==> src/rtl/cpu_pkg.sv <==
// Shared CPU pipeline constants: writeback source encodings, load funct3 codes
// and the default datapath width.
package cpu_pkg;

  localparam int DEFAULT_XLEN = 32;

  localparam logic [1:0] WB_ALU = 2'd0;
  localparam logic [1:0] WB_MEM = 2'd1;
  localparam logic [1:0] WB_PC4 = 2'd2;
  localparam logic [1:0] WB_IMM = 2'd3;

  localparam logic [2:0] LT_LB  = 3'd0;
  localparam logic [2:0] LT_LH  = 3'd1;
  localparam logic [2:0] LT_LW  = 3'd2;
  localparam logic [2:0] LT_LD  = 3'd3;
  localparam logic [2:0] LT_LBU = 3'd4;
  localparam logic [2:0] LT_LHU = 3'd5;
  localparam logic [2:0] LT_LWU = 3'd6;

endpackage

==> src/rtl/load_extender.sv <==
// Combinational load alignment: picks the addressed byte lane, sign/zero-extends
// sub-word loads and flags misaligned accesses.
import cpu_pkg::*;

module load_extender #(
  parameter int XLEN = DEFAULT_XLEN
) (
  input  logic [XLEN-1:0] mem_rdata,
  input  logic [2:0]      addr_lo,
  input  logic [2:0]      load_type,
  output logic [XLEN-1:0] data,
  output logic            misalign
);

  logic [2:0]      off;
  logic [XLEN-1:0] shifted;

  // A 32-bit word has only four byte lanes, so the top offset bit is ignored.
  assign off     = (XLEN == 64) ? addr_lo : {1'b0, addr_lo[1:0]};
  assign shifted = mem_rdata >> {off, 3'b000};

  always_comb begin
    data     = '0;
    misalign = 1'b0;
    case (load_type)
      LT_LB:  data = XLEN'($signed(shifted[7:0]));
      LT_LBU: data = XLEN'(shifted[7:0]);
      LT_LH: begin
        misalign = off[0];
        data     = XLEN'($signed(shifted[15:0]));
      end
      LT_LHU: begin
        misalign = off[0];
        data     = XLEN'(shifted[15:0]);
      end
      LT_LW: begin
        misalign = (off[1:0] != 2'd0);
        data     = XLEN'($signed(shifted[31:0]));
      end
      LT_LWU: begin
        if (XLEN == 64) begin
          misalign = (off[1:0] != 2'd0);
          data     = XLEN'(shifted[31:0]);
        end
      end
      LT_LD: begin
        if (XLEN == 64) begin
          misalign = (off != 3'd0);
          data     = shifted;
        end
      end
      default: data = '0;
    endcase
    if (misalign) data = '0;
  end

endmodule

==> src/rtl/memwb_stage_reg.sv <==
// MEM/WB pipeline register: writeback source mux, load extension, x0 write
// suppression, stall/flush control and a registered forwarding-valid view.
import cpu_pkg::*;

module memwb_stage_reg #(
  parameter int XLEN              = DEFAULT_XLEN,
  parameter int REG_AW            = 5,
  parameter bit FLUSH_CLEARS_DATA = 1'b1
) (
  input  logic              clk,
  input  logic              rst_n,
  input  logic              in_valid,
  input  logic              stall,
  input  logic              flush,
  input  logic              regwrite_i,
  input  logic [1:0]        wb_sel_i,
  input  logic [2:0]        load_type_i,
  input  logic [2:0]        addr_lo_i,
  input  logic [XLEN-1:0]   mem_rdata_i,
  input  logic [XLEN-1:0]   alu_result_i,
  input  logic [XLEN-1:0]   pc_plus4_i,
  input  logic [XLEN-1:0]   imm_i,
  input  logic [REG_AW-1:0] rd_i,
  output logic              valid_o,
  output logic              regwrite_o,
  output logic [XLEN-1:0]   wdata_o,
  output logic [REG_AW-1:0] rd_o,
  output logic              misalign_o,
  output logic              fwd_valid_o
);

  logic [XLEN-1:0] ext_data;
  logic            ext_misalign;
  logic [XLEN-1:0] wdata_next;
  logic            misalign_next;
  logic            regwrite_next;

  load_extender #(.XLEN(XLEN)) u_load_extender (
    .mem_rdata (mem_rdata_i),
    .addr_lo   (addr_lo_i),
    .load_type (load_type_i),
    .data      (ext_data),
    .misalign  (ext_misalign)
  );

  always_comb begin
    wdata_next = '0;
    case (wb_sel_i)
      WB_ALU:  wdata_next = alu_result_i;
      WB_MEM:  wdata_next = ext_data;
      WB_PC4:  wdata_next = pc_plus4_i;
      WB_IMM:  wdata_next = imm_i;
      default: wdata_next = '0;
    endcase
  end

  // Bubbles never raise the flag, so a squashed load cannot trap.
  assign misalign_next = in_valid & (wb_sel_i == WB_MEM) & ext_misalign;
  assign regwrite_next = in_valid & regwrite_i & (rd_i != '0) & ~misalign_next;

  always_ff @(posedge clk or posedge rst_n) begin
    if (rst_n) begin
      valid_o     <= 1'b0;
      regwrite_o  <= 1'b0;
      misalign_o  <= 1'b0;
      fwd_valid_o <= 1'b0;
      wdata_o     <= '0;
      rd_o        <= '0;
    end else if (flush) begin
      valid_o     <= 1'b0;
      regwrite_o  <= 1'b0;
      misalign_o  <= 1'b0;
      fwd_valid_o <= 1'b0;
      if (FLUSH_CLEARS_DATA) begin
        wdata_o <= '0;
        rd_o    <= '0;
      end
    end else if (!stall) begin
      valid_o     <= in_valid;
      regwrite_o  <= regwrite_next;
      misalign_o  <= misalign_next;
      fwd_valid_o <= regwrite_next;
      wdata_o     <= wdata_next;
      rd_o        <= rd_i;
    end
  end

endmodule
==> config.mk <==
export PLATFORM = sky130hd
export DESIGN_NAME = memwb_stage_reg
export DESIGN_NICKNAME = d
export VERILOG_FILES = /design/src/rtl/cpu_pkg.sv /design/src/rtl/load_extender.sv /design/src/rtl/memwb_stage_reg.sv
export SDC_FILE = /design/constraint.sdc
export NUM_CORES = 1
export LEC_CHECK = 0
export CORE_UTILIZATION = 37
export DETAILED_ROUTE_END_ITERATION = 7
export PLACE_DENSITY = 0.79
export RECOVER_POWER = 50
export SKIP_CTS_REPAIR_TIMING = 1
export SLEW_MARGIN = 10
export SYNTH_ARGS = -nofsm -noshare
export SYNTH_HDL_FRONTEND = slang
export SYNTH_SLANG_ARGS = --single-unit
==> constraint.sdc <==
create_clock -name clk -period 1.2 [get_ports clk]
set_clock_uncertainty 0.05 [all_clocks]
set_input_delay 0.18 -clock clk [delete_from_list [all_inputs] [get_ports clk]]
set_output_delay 0.18 -clock clk [all_outputs]
set_load 0.05 [all_outputs]
==> impl_results.md, run 1 <==
- Die extent in x: 101 um
- Sequential area share after synthesis: 27.8%
- Hold Path End: rd_o[0]$_DFFE_PP0P_
- Fmax: ~640 MHz
- Top post-synthesis cells by area: dfrtp_1, mux2i_1, a211o_1
- Failing checks: negative setup slack
- Pwr Density: around 730 nW/um^2
- Initial antenna violation count: 0
- Asr flop ratio synth: 100%
- Yosys warns: 0
- Die Area: approximately 10000 um^2
- Mapped Nets: ~560
- Hold Violations, Final: 0
- Worst-path maximum fanout: 6
- Vias in the first global route: 4822
- Rows: 35
- Minimum clock period: 1.57 ns
- Via-to-Cell Ratio: between 6 and 7
- Die height: 101 um
- Final net count: 824
- RSZ-0062 raised after global routing: true
- CP max stage delay: 0.53 ns
- Worst hold path class: in -> reg
- Initial Utilization: 38.6%
- Run status: complete, but fails checks
- Sum Neg Setup Slack: -9.13 ns
- Final instance area: about 7500 um^2
- Crit start category: primary input
- Antenna cell count: 0
- Final worst slack: -0.366 ns
- Ports: about 190
- Yosys reg bits: 40
- Synth area leader: dfrtp_1
- Root buf cell: clkbuf_8
- EDFF count, synth: 0
- Ys flop type: dfrtp_1
- Core area: 9330 um^2
- Layout cells sized above 1: about 42%
- Worst-case reg-to-reg path depth: 4
- Via count: between 5000 and 6000
- Residual DRC count: 0
- Cell variety after synth: roughly 50
- Syn-to-layout area delta: 107%
- Worst path arrival time: 1.75 ns
- Initial DRC count: around 450
- Final period utilization: 131%
- Worst R2R Setup Slack: -0.34 ns
- Hold WS: ~0.11 ns
- Clk_lat worst skew: 0.33 ns
- Hold Crit Start: rd_i[0]
- CTS buffer count: 5
- Kind of critical path: in -> reg
- Worst Path Required: ~1.4 ns
- GPL Wtd Cong: 0.894
- Most common cell on crit path: buf_8
- Worst Max-Slew Pin Slew: 0.569 ns
- MaxCap Viol Count: 0
- Pins over their slew limit: 0
- Largest net degree at the start of global routing: 33
- Total GRT Usage: slightly above 30%
- ANT nets after route: 0
- TritonCTS clock tree: done
- Slew HR: 62.1%
- First drt pass iteration count: 5
- Grt total ovfl: 0
- CP max stage cell: or4_4
- Gate Count Post-Synth: 409
- First-pass GRT wire length: between 20 and 25 mm
- R2R Path End: wdata_o[20]$_DFFE_PP0P_
- IO Port Bufs: 186
- Top delay family on crit path: compound AO/OA/AOI/OAI gates
- Reg clk slew, reported paths: approximately 0.10 ns
- Synth top area share: 27.8%
- Maximum vdd drop: 0.000507 V
- CP bufs+invs: 3
- CTS max path bufs: 2
- Worst R2R Start: wdata_o[20]$_DFFE_PP0P_
- Routed length per instance: 24.0 um
- CP endpoint kind: register
- Worst hold stages: 3
- Mean Syn Cell Area: 8.81 um^2
- DP Wirelength: 12.4 mm
- Critical path cell sequence: buf_8, buf_8, or4_4, a21oi_4, buf_6, a31oi_1, o22ai_1
- Post-DP Area: 6740 um^2
- Htree depth: 2
- Setup violations, final: 50
- Total wire length: ~19 mm
- Leakage power: between 3 and 4 nW
- Post-Syn Area: 3600 um^2
- TritonCTS Sinks: 40
==> power by group <==
group          switching [mW]  internal (mW)
sequential             0.0998           1.44
combinational            1.33           1.54
clock                   0.605          0.413
==> routing by layer <==
metal,global-route usage [%],up-vias,part of all wire [%],wire length [um]
met5,0,-,0,0
met4,12.5,0,6.4,1250
met3,7.28,128,10,2020
met2,56.3,416,49,9390
met1,34.4,2418,35,6700
li1,-,2133,-,-
==> sequential cells by signal, indices dropped and copies added (netlist names) <==
| register | flops |
|---|---|
| wdata_o | 32 |
| rd_o | 5 |
| fwd_valid_o | 1 |
| misalign_o | 1 |
| valid_o | 1 |
==> area by class of cell <==
type | count | area (um^2)
repair buffers | 311 | 3560
multi-input cells | 293 | 2540
clock buffers | 5 | 68.8
fillers | 518 | 1850
inverters | 26 | 97.6
clock inverters | 3 | 23.8
well taps | 129 | 161
flip-flops and latches | 40 | 1020
==> worst reg2reg max path: cells and delay by family, from the launching register on <==
family | cells | cell delay [ns]
AO/OA/AOI/OAI | 2 | 0.44
AND/OR/NAND/NOR | 1 | 0.51
buffers and inverters | 1 | 0.05
flip-flops | 1 | 0.40
==> Yosys cell counts (5+ instances only) <==
cell type	n
buf_2	14
a2bb2oi_1	6
inv_1	26
o22ai_1	22
o21ai_0	13
mux2_2	8
nor2b_1	8
a221oi_1	7
a211o_1	17
o22ai_2	8
nand2_1	20
or4_1	17
a31oi_1	16
a21boi_0	12
clkbuf_1	26
a22oi_1	6
nor4_1	16
o2bb2ai_1	8
mux2i_1	16
dfrtp_1	40
o21a_1	6
a21oi_1	20
nor2_1	7
o31ai_1	7
buf_4	5
nor3b_1	13
==> through the flow <==
step,util (%),power [mW],std cells,setup WS [ns]
CTS,73.3,5.01,783,-0.781
global placement,72.3,3.97,775,-0.933
detailed placement,72.3,4.04,775,-1.05
global route,80.1,5.57,807,-0.368
finish,80.1,5.43,807,-0.366
floorplan,-,2.60,409,-0.309
==> cells by family after synthesis <==
| kind of cell | after synthesis | synth area share (%) |
|---|---|---|
| muxes | 32 | 12.4 |
| DFF | 40 | 27.8 |
| buffers and inverters | 77 | 9.90 |
| AOI/OAI and AO/OA | 164 | 33.8 |
| and+or+nand+nor | 96 | 16.1 |
==> layout by cell type (no fill, tap or decap), types with 14 or more instances in the layout <==
master | netlist | routed
or4_1 | 17 | 16
clkdlybuf4s50_1 | 0 | 124
mux2i_1 | 16 | 15
buf_12 | 0 | 53
nor4_1 | 16 | 16
o22ai_1 | 22 | 19
nand2_1 | 20 | 20
dfrtp_1 | 40 | 23
a31oi_1 | 16 | 14
buf_6 | 4 | 26
dfrtp_2 | 0 | 17
a211o_1 | 17 | 17
buf_4 | 5 | 80
==> worst max path at each step <==
stage                    from                      end  slack [ns]  depth (start not counted)
5_1_grt        load_type_i[0]  wdata_o[20]$_DFFE_PP0P_       -0.37                          6
3_3_place_gp     addr_lo_i[0]   wdata_o[8]$_DFFE_PP0P_       -0.93                          6
3_5_place_dp     addr_lo_i[0]  wdata_o[12]$_DFFE_PP0P_       -1.05                          6
6_report         addr_lo_i[1]  wdata_o[20]$_DFFE_PP0P_       -0.37                          7
4_1_cts          addr_lo_i[0]  wdata_o[12]$_DFFE_PP0P_       -0.78                          6
2_1_floorplan  load_type_i[2]  wdata_o[16]$_DFFE_PP0P_       -0.31                          6
(Power assumes the default switching activity.)
==> inputs of run 2 (changes only) <==
--- a/config.mk
+++ b/config.mk
@@ -5,6 +5,7 @@
 export SDC_FILE = /design/constraint.sdc
 export NUM_CORES = 1
 export LEC_CHECK = 0
+export CAP_MARGIN = 20
 export CORE_UTILIZATION = 37
 export DETAILED_ROUTE_END_ITERATION = 7
 export PLACE_DENSITY = 0.79
==> results of run 2 <==
Final layout, timing and power as in run 1 (identical DEF).
